$ cat src/rtl/dot_matrix_scanner.sv
// Row-multiplexed scanner for the 8x16 minesweeper LED matrix: per-frame map
// snapshot, internal flag blink generator and game-over flash.
module dot_matrix_scanner #(
  parameter int unsigned ROWS       = 8,
  parameter int unsigned COLS       = 16,
  parameter int unsigned BLINK_HALF = 555
) (
  input  logic                 div_clk_10k,
  input  logic                 reset,
  input  logic [ROWS*COLS-1:0] pos,
  input  logic [ROWS*COLS-1:0] twink,
  input  logic                 gameover,
  output logic [ROWS-1:0]      dotR,
  output logic [COLS-1:0]      dotC,
  output logic                 frame_start,
  output logic                 blink
);

  localparam int unsigned SW = $clog2(ROWS + 1);
  localparam int unsigned FW = (BLINK_HALF > 1) ? $clog2(BLINK_HALF) : 1;
  localparam logic [SW-1:0] BLANK   = SW'(ROWS);
  localparam logic [FW-1:0] FC_LAST = FW'(BLINK_HALF - 1);

  logic [SW-1:0]        s, s_next;
  logic [ROWS*COLS-1:0] pos_s, twink_s;
  logic                 go_s;
  logic [FW-1:0]        fc;
  logic                 snap;
  logic [ROWS-1:0]      row_sel;
  logic [COLS-1:0]      row_pos, row_twk, col_data;

  // Outputs are decoded from the slot being entered, so registering them adds no latency.
  always_comb begin
    s_next   = (s == BLANK) ? '0 : s + 1'b1;
    snap     = (s_next == BLANK);
    row_pos  = '0;
    row_twk  = '0;
    row_sel  = '1;
    col_data = '0;
    if (!snap) begin
      row_pos = pos_s[COLS*s_next +: COLS];
      row_twk = twink_s[COLS*s_next +: COLS];
      row_sel = ~({1'b1, {(ROWS-1){1'b0}}} >> s_next);
      if (go_s)
        col_data = blink ? '1 : row_pos;
      else
        col_data = row_pos | (blink ? row_twk : '0);
    end
  end

  always_ff @(posedge div_clk_10k or negedge reset) begin
    if (!reset) begin
      s           <= BLANK;
      pos_s       <= '0;
      twink_s     <= '0;
      go_s        <= 1'b0;
      fc          <= '0;
      blink       <= 1'b0;
      dotR        <= '1;
      dotC        <= '0;
      frame_start <= 1'b0;
    end else begin
      s           <= s_next;
      dotR        <= row_sel;
      dotC        <= col_data;
      frame_start <= (s_next == '0);
      // Blank slot: take the frame snapshot and advance the blink timer together.
      if (snap) begin
        pos_s   <= pos;
        twink_s <= twink;
        go_s    <= gameover;
        if (fc == FC_LAST) begin
          fc    <= '0;
          blink <= ~blink;
        end else begin
          fc <= fc + 1'b1;
        end
      end
    end
  end

endmodule
$ cat config.mk
export PLATFORM = sky130hd
export DESIGN_NAME = dot_matrix_scanner
export DESIGN_NICKNAME = d
export VERILOG_FILES = /design/src/rtl/dot_matrix_scanner.sv
export SDC_FILE = /design/constraint.sdc
export NUM_CORES = 1
export LEC_CHECK = 0
export BUFFER_PORTS_ARGS = -buffer_cell sky130_fd_sc_hd__buf_2
export CELL_PAD_IN_SITES_DETAIL_PLACEMENT = 1
export CELL_PAD_IN_SITES_GLOBAL_PLACEMENT = 1
export CORE_MARGIN = 4
export CORE_UTILIZATION = 44
export DETAILED_ROUTE_END_ITERATION = 12
export PLACE_DENSITY_LB_ADDON = 0.1
export REMOVE_ABC_BUFFERS = 1
export SYNTH_ARGS = -nofsm -noshare
export SYNTH_HDL_FRONTEND = slang
export SYNTH_SLANG_ARGS = --single-unit
$ cat constraint.sdc
create_clock -name div_clk_10k -period 3.9 [get_ports div_clk_10k]
set_input_delay 0.78 -clock div_clk_10k [delete_from_list [all_inputs] [get_ports div_clk_10k]]
set_output_delay 0.78 -clock div_clk_10k [all_outputs]
set_load 0.02 [all_outputs]
==> Flow_metrics.wiki, run 1 <==
{| class="wikitable"
! Metric !! Value
|-
| IO buf count || 284
|-
| Quantity of hold-fixing buffers added after cts || 0
|-
| Final Slew Violations || 80
|-
| Most area-hungry cell type in the Yosys netlist || dfrtp_1
|-
| Synth top area share || 52.6%
|-
| Largest driver fanout on the critical path || 261
|-
| Fill cell instance count of the final layout || 3769
|-
| Worst R2R Start || s[0]
|-
| Number of levels the H-tree was split into || 2
|-
| Seq/Total Area, Yosys || 54.3%
|-
| Library cell used as clock root buffer || clkbuf_16
|-
| DRC violation count after routing || 0
|-
| Number of iterations in the first detailed-routing pass || 5
|-
| Flop-to-flop setup slack || 620 ps
|-
| Final worst path period share || 84.1%
|-
| Global-route wire length before repair || 72.9 mm
|-
| Number of core rows || 64
|-
| Maximum number of pins on one net before global-route repair || 262
|-
| Worst hold slack after final layout || 316 ps
|-
| Number of nets in the finished design || 2129
|-
| Largest cells by area after synthesis || dfrtp_1, nand2_1, o21ai_0, nand3_1, a31oi_1
|-
| Endpoints failing setup || 0
|-
| Post-Syn Area per Cell || 8.34 um^2
|-
| Sinks on Clock Net || 297
|-
| Reg clk slew, reported paths || 60 ps
|-
| Crit path launch || s[0]
|-
| Multi-input combinational cell area || 0.00570 mm^2
|-
| GR Overflow Total || 0
|-
| Ports placed on the boundary || 285
|-
| Post-Place Cells || 2222
|-
| Die width || 184 um
|-
| Leading cell type in the layout, fill and taps excluded || nand2_1
|-
| Post-synthesis async set-or-reset flop share || 100%
|-
| Worst skew pair latency || 500 ps
|-
| Clock tree from TritonCTS || yes
|-
| Post-detailed-route count of antenna-violating nets || 0
|-
| RR Endpoint || dotC[13]
|-
| Final cell count without fillers || 2284
|-
| Number of global-route vias before repair || 13300
|-
| Data arrival time of the worst path || 3680 ps
|-
| Global Route Usage Sum || 26.8%
|-
| Top achievable clock speed || 305 MHz
|-
| FF/Latch Area || 0.00745 mm^2
|-
| Number of warning messages in the yosys log || 0
|-
| Die height || 184 um
|-
| Resize count post-CTS || 0
|-
| Worst vdd rail ir drop || 0.282 mV
|-
| Worst setup SP type || flop
|-
| Effective utilization at floorplan || 44.7%
|-
| Critical path capture point type || flop
|-
| Synthesis-to-layout area growth || 20.9%
|-
| Vias after detailed routing || 12600
|-
| Bufs on Longest Clock Path || 3
|-
| Post-synthesis cell area || 0.0137 mm^2
|-
| Total die area || 0.0340 mm^2
|-
| Number of synthesized register bits || 297
|-
| Worst path required time || 4300 ps
|-
| Min-Delay Path Class || input port to async pin
|-
| Final weighted congestion of routability-driven global placement || 0.791
|-
| Synth unique cells || 60
|-
| Worst setup path endpoint || dotC[13]
|-
| Normalized max-slew margin || -4.47%
|-
| Antenna diode instance count || 0
|-
| Unrepaired setup endpoints after global routing || false
|-
| Proportion of layout cells with a drive suffix above 1 || 20.7%
|-
| Average detailed-routed wire length per instance || 20.3 um
|-
| Final critical path time including I/O delays and setup || 3280 ps
|-
| Critical path class || flop to flop
|-
| Cell depth of the worst flop-to-flop path || 8
|-
| Main synth FF type || dfrtp_1
|-
| Number of enable-type register cells in the synthesized netlist || 0
|-
| Post-Route WL || 46.3 mm
|-
| Final hold vios || 0
|-
| Detailed router's first-iteration violation count || 968
|-
| Number of antenna violations at the first check in global routing || 0
|-
| Detail-routed via count per cell || 5.52
|-
| Violated checks || slew limit
|-
| Placeable core area || 0.0307 mm^2
|-
| Outcome || finished, violations left
|-
| Max_cap viols || 0
|-
| Most used cells in the layout excluding fill and tap cells || nand2_1, dfrtp_1, buf_2
|-
| Leakage power of the design || 8.32 nW
|-
| Power Dens Cells || 436 mW/mm^2
|-
| Number of setup buffers added after CTS || 0
|-
| Transition time at the pin with the least slew margin || 1570 ps
|-
| Post-Route Skew || 11.1 ps
|-
| Post-DP HPWL || 28.5 mm
|-
| Number of buffers created by CTS || 36
|-
| Cell count after synthesis || 1643
|}
[logic make-up after synthesis]
| group | share of synthesized area (%) |
|---|---|
| buf+inv | 4.46 |
| compound gates | 11.5 |
| xor+xnor | 0.256 |
| fa+ha+maj | 0.548 |
| flops | 54.3 |
| mux | 0.648 |
| simple gates | 28.3 |
[per-stage QoR]
step                      power [mW]  util (%)  setup WS [ps]  setup TNS [ps]  area [um^2]
after floorplan                 3.50         -          -7180        -1675300        13100
after global placement          3.76      50.1            826               0        15400
after detailed placement        3.78      50.1            659               0        15400
after CTS                       7.27      54.0            684               0        16600
after global routing            7.48      54.0            437               0        16600
final                           7.22      54.0            622               0        16600
[cell type report]
cell class              count  area share (%)
flip-flops and latches    297            45.0
multi-input cells        1212            34.4
repair buffers            308            10.1
clock buffers              50            6.18
well taps                 396            2.99
clock inverters            12            1.17
inverters                   9           0.204
[layer usage]
| metal | wire [um] | part of all wire, % | track usage [%] | up-vias |
|---|---|---|---|---|
| met4 | 864 | 1.9 | 5.94 | 0 |
| met2 | 22400 | 48 | 44.7 | 387 |
| met1 | 20200 | 44 | 37.1 | 6249 |
| met5 | 0 | 0 | 0 | - |
| li1 | - | - | - | 5899 |
| met3 | 2900 | 6.3 | 4.80 | 64 |
[where the power goes]
part	total [mW]	internal, mW	switching, mW
registers	3.31	3.23	0.0822
logic	0.423	0.189	0.233
clock network	3.49	2.17	1.32
[flip-flops by register name (all words and copies together) (netlist names)]
signal	flops
blink	1
frame_start	1
twink_s	128
pos_s	128
s	4
dotR	8
fc	10
dotC	16
go_s	1
[synth_stat cells (3+ instances only)]
cell type and n:
xnor2_1 3, buf_2 51, clkbuf_1 64, mux4_2 3, inv_1 8, buf_6 4
o21ai_0 78, nand2b_1 6, nand4_1 17, a32oi_1 14, nand2_1 816, o41ai_1 29
buf_4 4, a21oi_1 19, dfstp_2 9, o311ai_0 8, a31oi_1 44, nor2_1 23
dfrtp_1 288, o311ai_1 6, nand3_1 69, ha_1 6, a41oi_1 14, nor4_1 15
[critical path, stage by stage, from the launching register on]
cell	delay [ps]
dfrtp_4	590
inv_2	100
ha_4	290
and4bb_1	230
o221ai_4	310
a21o_4	150
buf_12	480
a22oi_1	230
a311oi_1	350
[worst min-delay path by stage]
stage / end / slack (ps) / cells past startpoint / from
after floorplan: pos_s[100] / 440 / 2 / pos_s[100]
after global placement: twink_s[102] / 450 / 2 / twink_s[102]
after detailed placement: twink_s[32] / 460 / 2 / twink_s[32]
after CTS: twink_s[24] / 360 / 1 / reset
after global routing: twink_s[56] / 390 / 1 / reset
final: pos_s[8] / 320 / 1 / reset
Power figures use the tool's default switching activity.
==> inputs of run 2 (changes only) <==
--- a/config.mk
+++ b/config.mk
@@ -5,11 +5,12 @@
 export SDC_FILE = /design/constraint.sdc
 export NUM_CORES = 1
 export LEC_CHECK = 0
+export ABC_AREA = 1
 export BUFFER_PORTS_ARGS = -buffer_cell sky130_fd_sc_hd__buf_2
 export CELL_PAD_IN_SITES_DETAIL_PLACEMENT = 1
 export CELL_PAD_IN_SITES_GLOBAL_PLACEMENT = 1
 export CORE_MARGIN = 4
-export CORE_UTILIZATION = 44
+export CORE_UTILIZATION = 40
 export DETAILED_ROUTE_END_ITERATION = 12
 export PLACE_DENSITY_LB_ADDON = 0.1
 export REMOVE_ABC_BUFFERS = 1
==> constraint.sdc (replaced) <==
create_clock -name div_clk_10k -period 3.39 [get_ports div_clk_10k]
set_input_delay 0.678 -clock div_clk_10k [delete_from_list [all_inputs] [get_ports div_clk_10k]]
set_output_delay 0.678 -clock div_clk_10k [all_outputs]
set_load 0.02 [all_outputs]
==> run 2 against run 1 <==
The flow now finishes without violations. Total power up 10%. Clock power rose by 4%. Via count up 2.0%. Utilization down 5.1 points. Register-to-register slack lost 160 ps. Cell area up 2.1%. Die area grew 12%. Critical path depth rose by 4. Worst setup slack got worse by 160 ps. First-iteration DRC count shrank 35%. Largest cell class unchanged. Non-clock buffer count rose by 4.
==> Flow_metrics.wiki, run 2 <==
{| class="wikitable"
! Metric !! Value
|-
| Outcome || finished, final reports clean
|-
| Antenna diode instance count || 0 (unchanged)
|-
| Final hold vios || 0 (unchanged)
|-
| Number of core rows || 68 (+6.3%)
|-
| Number of levels the H-tree was split into || 2 (unchanged)
|-
| Worst skew pair latency || 510 ps (about the same)
|-
| Detail-routed via count per cell || 5.05 (-8.5%)
|-
| Clock tree from TritonCTS || yes
|-
| Multi-input combinational cell area || 0.00577 mm^2 (+1.2%)
|-
| Post-route cell area || 0.0169 mm^2 (+2.1%)
|-
| Die height || 195 um (+5.8%)
|-
| Post-Route Skew || 10.8 ps (-0.352 ps)
|-
| Final Slew Violations || 0 (-100%)
|-
| Library cell used as clock root buffer || clkbuf_16
|-
| Sequence of cells on the critical path || clkinv_2 > ha_4 > nand3_4 > nand2_4 > buf_4 > inv_2 > nand2_1 > nand3_1 > nand2_1 > nand3_1 > nand3_1 > nand2_1
|-
| Number of iterations in the first detailed-routing pass || 5 (unchanged)
|-
| Placement-stage worst setup slack || 163 ps (-496 ps)
|-
| Bufs on Longest Clock Path || 3 (unchanged)
|-
| Unrepaired setup endpoints after global routing || false
|-
| Reg clk slew, reported paths || 60 ps (about the same)
|-
| DRC violation count after routing || 0 (unchanged)
|-
| Post-Route WL || 46.5 mm (+0.38%)
|-
| Global-route wire length before repair || 75.7 mm (+3.9%)
|-
| Data arrival time of the worst path || 3310 ps (-370 ps)
|-
| Seq/Total Area, Yosys || 53.2% (-1.2 points)
|-
| GR Overflow Total || 0 (unchanged)
|-
| Number of nets in the finished design || 2334 (+9.6%)
|-
| Final critical path time including I/O delays and setup || 2920 ps (-353 ps)
|-
| Endpoints failing setup || 0 (unchanged)
|-
| Number of global-route vias before repair || 14100 (+5.9%)
|-
| Worst vdd rail ir drop || 0.280 mV (-0.59%)
|-
| Number of warning messages in the yosys log || 0 (unchanged)
|-
| Post-DP HPWL || 30.2 mm (+5.7%)
|-
| Most used cells in the layout excluding fill and tap cells || nand2_1, dfrtp_1, buf_2
|-
| Met2 layer usage reported by global route || 40.9% (-3.8 points)
|-
| Sinks on Clock Net || 297 (unchanged)
|-
| Total die area || 0.0381 mm^2 (+12%)
|-
| Max_cap viols || 0 (unchanged)
|-
| Number of setup buffers added after CTS || 0 (unchanged)
|-
| Critical path class || flop to flop
|-
| Placeable core area || 0.0345 mm^2 (+13%)
|-
| Grt met3 use || 3.61% (-1.2 points)
|-
| Resize count post-CTS || 0 (unchanged)
|-
| Power Dens Cells || 471 mW/mm^2 (+8.0%)
|-
| Post-synthesis cell area || 0.0140 mm^2 (+2.2%)
|-
| Ports placed on the boundary || 285 (unchanged)
|-
| Final worst path period share || 86.3% (+2.2 points)
|-
| Final weighted congestion of routability-driven global placement || 0.800 (+1.1%)
|-
| Setup WS post-layout || 465 ps (-157 ps)
|-
| Main synth FF type || dfrtp_1
|-
| Largest registers || pos_s (128), twink_s (128), dotC (16)
|-
| Largest driver fanout on the critical path || 48 (-82%)
|-
| Top achievable clock speed || 342 MHz (+12%)
|-
| Synth unique cells || 31 (-48%)
|-
| Number of enable-type register cells in the synthesized netlist || 0 (unchanged)
|-
| Number of antenna violations at the first check in global routing || 0 (unchanged)
|-
| Global Route Usage Sum || 24.5% (-2.3 points)
|-
| Vias after detailed routing || 12900 (+2.0%)
|-
| Transition time at the pin with the least slew margin || 1100 ps (-464 ps)
|-
| Die width || 195 um (+5.8%)
|-
| Slowest cell delay on critical path || 560 ps (-30 ps)
|-
| Number of synthesized register bits || 297 (unchanged)
|-
| Kind of cell adding the most delay to the critical path || buffers and inverters
|-
| Placed cell area || 0.0158 mm^2 (+3.0%)
|-
| Post-Place Cells || 2487 (+12%)
|-
| Total chip power || 7.96 mW (+10%)
|-
| Fill cell instance count of the final layout || 4409 (+17%)
|-
| Post-Syn Area per Cell || 7.63 um^2 (-8.5%)
|-
| Number of buffer and inverter instances along the worst setup path || 3 (+1)
|-
| Leading cell type in the layout, fill and taps excluded || nand2_1
|-
| Most area-hungry cell type in the Yosys netlist || dfrtp_1
|-
| Min-Delay Path Class || input port to async pin
|-
| Worst setup SP type || flop
|-
| Effective utilization at floorplan || 40.5% (-4.1 points)
|-
| Proportion of layout cells with a drive suffix above 1 || 18.3% (-2.4 points)
|-
| Slowest cell on the critical path || buf_4
|-
| Quantity of hold-fixing buffers added after cts || 0 (unchanged)
|-
| Maximum number of pins on one net before global-route repair || 121 (-54%)
|-
| Number of buffers created by CTS || 35 (-2.8%)
|-
| Synthesis-to-layout area growth || 20.8%
|-
| Largest cells by area after synthesis || dfrtp_1, nand2_1, nand3_1, buf_2, nand3b_1
|-
| Critical path capture point type || flop
|-
| Post-route setup TNS || 0 ps (unchanged)
|-
| Worst hold slack after final layout || 143 ps (-173 ps)
|-
| IO buf count || 284 (unchanged)
|-
| Synth top area share || 51.5% (-1.1 points)
|-
| Commonest cells post-synth || nand2_1, dfrtp_1, nand3_1
|-
| Detailed router's first-iteration violation count || 627 (-35%)
|-
| Worst path required time || 3770 ps (-530 ps)
|-
| Normalized max-slew margin || 26.4% (+31 points)
|-
| Leakage power of the design || 8.69 nW (+4.4%)
|-
| Post-detailed-route count of antenna-violating nets || 0 (unchanged)
|-
| Average detailed-routed wire length per instance || 18.3 um (-10%)
|-
| Fraction of the core area covered by cells at the end of the flow || 49.0% (-5.1 points)
|-
| Cell count after synthesis || 1835 (+12%)
|-
| Final cell count without fillers || 2547 (+12%)
|-
| Peak-usage layer in the global routing report || met2
|-
| Met1 Usage GRT || 33.8% (-3.3 points)
|-
| FF/Latch Area || 0.00744 mm^2 (about the same)
|-
| Post-synthesis async set-or-reset flop share || 100% (unchanged)
|-
| Top-count cell post-synth || nand2_1
|}
-- run 2: cell count changes after synthesis, moves of 38 or more --
cell	change
o21ai_0	-58
nor2_1	+50
a31oi_1	-44
nand2_1	+131
o21ai_1	+38
inv_1	+61
nand3_1	+95
-- run 2: worst paths after layout --
| path | start | endpoint | slack [ps] | cells after the start |
|---|---|---|---|---|
| setup / recovery | s[0] | dotC[13] | 470 | 12 |
| hold / removal | reset | twink_s[20] | 140 | 1 |
| setup reg to reg | s[0] | dotC[13] | 470 | 12 |
| hold reg to reg | twink_s[4] | twink_s[4] | 470 | 2 |
| max in group asynchronous | reset | s[3] | 2270 | 2 |
| min in group div_clk_10k | pos[108] | pos_s[108] | 360 | 3 |
-- run 2: layer usage --
| metal | wire, um | share of wire (%) | up-vias |
|---|---|---|---|
| met4 | 1130 | 2.4 | 0 |
| met5 | 0 | 0 | - |
| li1 | - | - | 6181 |
| met2 | 22400 | 48 | 297 |
| met1 | 20800 | 45 | 6302 |
| met3 | 2170 | 4.7 | 74 |
-- run 2: power breakdown --
| group | switching [mW] | internal, mW | total, mW |
|---|---|---|---|
| registers | 0.0840 | 3.71 | 3.80 |
| clock network | 1.44 | 2.21 | 3.64 |
| logic | 0.280 | 0.235 | 0.515 |
-- run 2: kinds of logic after synthesis --
logic type               synth area share [%]
AND/OR/NAND/NOR                          36.5
flip-flops                               53.2
buffers and inverters                    5.98
AO/OA/AOI/OAI                            3.14
XOR/XNOR                                0.688
adder cells (fa/ha/maj)                 0.536
-- run 2: cell type report --
cell class,count,share of cell area [%]
well taps,455,3.37
repair buffers,312,10.3
flip-flops and latches,297,44.0
clock buffers,58,6.30
clock inverters,2,0.207
inverters,74,1.70
multi-input cells,1349,34.1
==> inputs of run 3 (changes only) <==
--- a/config.mk
+++ b/config.mk
@@ -13,7 +13,6 @@
 export CORE_UTILIZATION = 40
 export DETAILED_ROUTE_END_ITERATION = 12
 export PLACE_DENSITY_LB_ADDON = 0.1
-export REMOVE_ABC_BUFFERS = 1
 export SYNTH_ARGS = -nofsm -noshare
 export SYNTH_HDL_FRONTEND = slang
 export SYNTH_SLANG_ARGS = --single-unit
==> run 3 against run 2 <==
Global-route usage is 1.8 points higher. Clock skew is 8.1 ps higher. Utilization fell by 0.11 points. Final cell count decreased by 0.16%. Register-to-register slack lost 230 ps. Sequential power about the same. Worst setup slack worse by 230 ps. Critical path type unchanged. Critical endpoint is now fc[0].
==> Flow_metrics.wiki, run 3 (same netlist as run 2, synthesis figures left out) <==
{| class="wikitable"
! Metric !! Value
|-
| Outcome || finished, final reports clean
|-
| Worst vdd rail ir drop || 0.314 mV (+12%)
|-
| Top achievable clock speed || 317 MHz (-7.2%)
|-
| Number of iterations in the first detailed-routing pass || 5 (unchanged)
|-
| Post-route setup TNS || 0 ps (unchanged)
|-
| Proportion of layout cells with a drive suffix above 1 || 18.2% (-0.061 points)
|-
| Leakage power of the design || 8.68 nW (-0.14%)
|-
| Bufs on Longest Clock Path || 3 (unchanged)
|-
| Die height || 195 um (unchanged)
|-
| Max_cap viols || 0 (unchanged)
|-
| Final critical path time including I/O delays and setup || 3150 ps (+228 ps)
|-
| Endpoints failing setup || 0 (unchanged)
|-
| Critical path class || flop to flop
|-
| Number of setup buffers added after CTS || 0 (unchanged)
|-
| Ports placed on the boundary || 285 (unchanged)
|-
| Post-detailed-route count of antenna-violating nets || 0 (unchanged)
|-
| DRC violation count after routing || 0 (unchanged)
|-
| Number of nets in the finished design || 2327 (-0.30%)
|-
| Detailed router's first-iteration violation count || 1077 (+72%)
|-
| Number of global-route vias before repair || 13500 (-4.4%)
|-
| Synthesis-to-layout area growth || 20.5%
|-
| Antenna diode instance count || 0 (unchanged)
|-
| Global Route Usage Sum || 26.3% (+1.8 points)
|-
| Worst skew pair latency || 520 ps (about the same)
|-
| Normalized max-slew margin || 28.9% (+2.5 points)
|-
| Final cell count without fillers || 2543 (-0.16%)
|-
| Unrepaired setup endpoints after global routing || false
|-
| Reg clk slew, reported paths || 60 ps (about the same)
|-
| IO buf count || 284 (unchanged)
|-
| Final weighted congestion of routability-driven global placement || 0.842 (+5.2%)
|-
| Post-Route Skew || 18.9 ps (+8.09 ps)
|-
| Library cell used as clock root buffer || clkbuf_16
|-
| Clock tree from TritonCTS || yes
|-
| Post-Synthesis Net Count || 2100
|-
| Min-Delay Path Class || input port to async pin
|-
| Worst path required time || 3820 ps (+50 ps)
|-
| Peak-usage layer in the global routing report || met1
|-
| Total die area || 0.0381 mm^2 (unchanged)
|-
| Largest registers || pos_s (128), twink_s (128), dotC (16)
|-
| Final hold vios || 0 (unchanged)
|-
| Number of buffers created by CTS || 35 (unchanged)
|-
| Sinks on Clock Net || 297 (unchanged)
|-
| Post-DP HPWL || 35.6 mm (+18%)
|-
| Number of levels the H-tree was split into || 2 (unchanged)
|-
| Die width || 195 um (unchanged)
|-
| Power Dens Cells || 483 mW/mm^2 (+2.7%)
|-
| Number of antenna violations at the first check in global routing || 1 (+1)
|-
| Number of core rows || 68 (unchanged)
|-
| Effective utilization at floorplan || 40.5% (unchanged)
|-
| Largest driver fanout on the critical path || 96 (+100%)
|-
| Post-Place Cells || 2480 (-0.28%)
|-
| Global-route wire length before repair || 79.2 mm (+4.6%)
|-
| Quantity of hold-fixing buffers added after cts || 0 (unchanged)
|-
| Maximum number of pins on one net before global-route repair || 126 (+4.1%)
|-
| Vias after detailed routing || 13000 (+1.5%)
|-
| GR Overflow Total || 0 (unchanged)
|-
| Critical path capture point type || flop
|-
| Transition time at the pin with the least slew margin || 1070 ps (-37.1 ps)
|-
| Met1 Usage GRT || 40.4% (+6.6 points)
|-
| Final worst path period share || 93.0% (+6.7 points)
|-
| Grt met3 use || 3.83% (+0.22 points)
|-
| Worst setup SP type || flop
|-
| Met2 layer usage reported by global route || 39.6% (-1.3 points)
|-
| Detail-routed via count per cell || 5.13 (+1.6%)
|-
| Average detailed-routed wire length per instance || 20.1 um (+10%)
|-
| Data arrival time of the worst path || 3580 ps (+270 ps)
|-
| Worst hold slack after final layout || 109 ps (-34.0 ps)
|-
| Final Slew Violations || 0 (unchanged)
|-
| Placeable core area || 0.0345 mm^2 (unchanged)
|-
| Leading cell type in the layout, fill and taps excluded || nand2_1
|-
| Most used cells in the layout excluding fill and tap cells || nand2_1, dfrtp_1, buf_2
|-
| Post-Route WL || 51.1 mm (+9.8%)
|}
==> run 3: layer usage <==
metal / routed length, um / vias up
met5: 0 / -
met4: 1120 / 0
met3: 3060 / 57
met2: 22800 / 397
met1: 24100 / 6421
li1: - / 6170
==> run 3: power breakdown <==
| part | internal (mW) | switching [mW] |
|---|---|---|
| Clock | 2.27 | 1.55 |
| Sequential | 3.71 | 0.0926 |
| Combinational | 0.233 | 0.298 |
==> run 3: what timing repair did <==
item,CTS,global route
endpoints found under the hold margin,0,0
endpoints found under the setup margin,0,83
gates resized for setup,0,1
==> run 3: layout make-up <==
class | count | area [um^2]
Clock buffer | 54 | 1040
Clock inverter | 9 | 110
Fill cell | 4402 | 17700
Inverter | 74 | 290
Multi-Input combinational cell | 1349 | 5750
Sequential cell | 297 | 7440
Tap cell | 455 | 569
Timing Repair Buffer | 305 | 1680
==> run 3: final timing paths <==
| kind | startpoint | end | slack, ps | cells past startpoint |
|---|---|---|---|---|
| worst max-delay path | s[0] | fc[0] | 240 | 11 |
| worst min-delay path | reset | pos_s[2] | 110 | 1 |
| worst max register to register | s[0] | fc[0] | 240 | 11 |
| worst min register to register | pos_s[18] | pos_s[18] | 480 | 2 |
| max in group asynchronous | reset | twink_s[28] | 2390 | 2 |
| min in group div_clk_10k | pos[43] | pos_s[43] | 350 | 3 |
==> run 3: critical path: stages (launching register included) <==
cell and delay [ps]:
dfrtp_1 430, inv_2 120, ha_2 200, nand3_4 220, nand2_4 340, nand2_1 130
nor2_1 310, nand2_8 240, clkinv_8 370, buf_4 370, nand3_1 100, o21ai_0 100
==> run 3: stage by stage <==
stage | area (um^2) | setup slack [ps] | utilization (%) | power [mW]
2_1_floorplan | 14000 | 1180 | - | 4.05
3_3_place_gp | 15700 | 295 | 45.5 | 4.39
3_5_place_dp | 15700 | 197 | 45.5 | 4.40
4_1_cts | 16900 | 145 | 48.8 | 8.22
5_1_grt | 16900 | 21.7 | 48.8 | 8.47
6_report | 16900 | 238 | 48.8 | 8.15
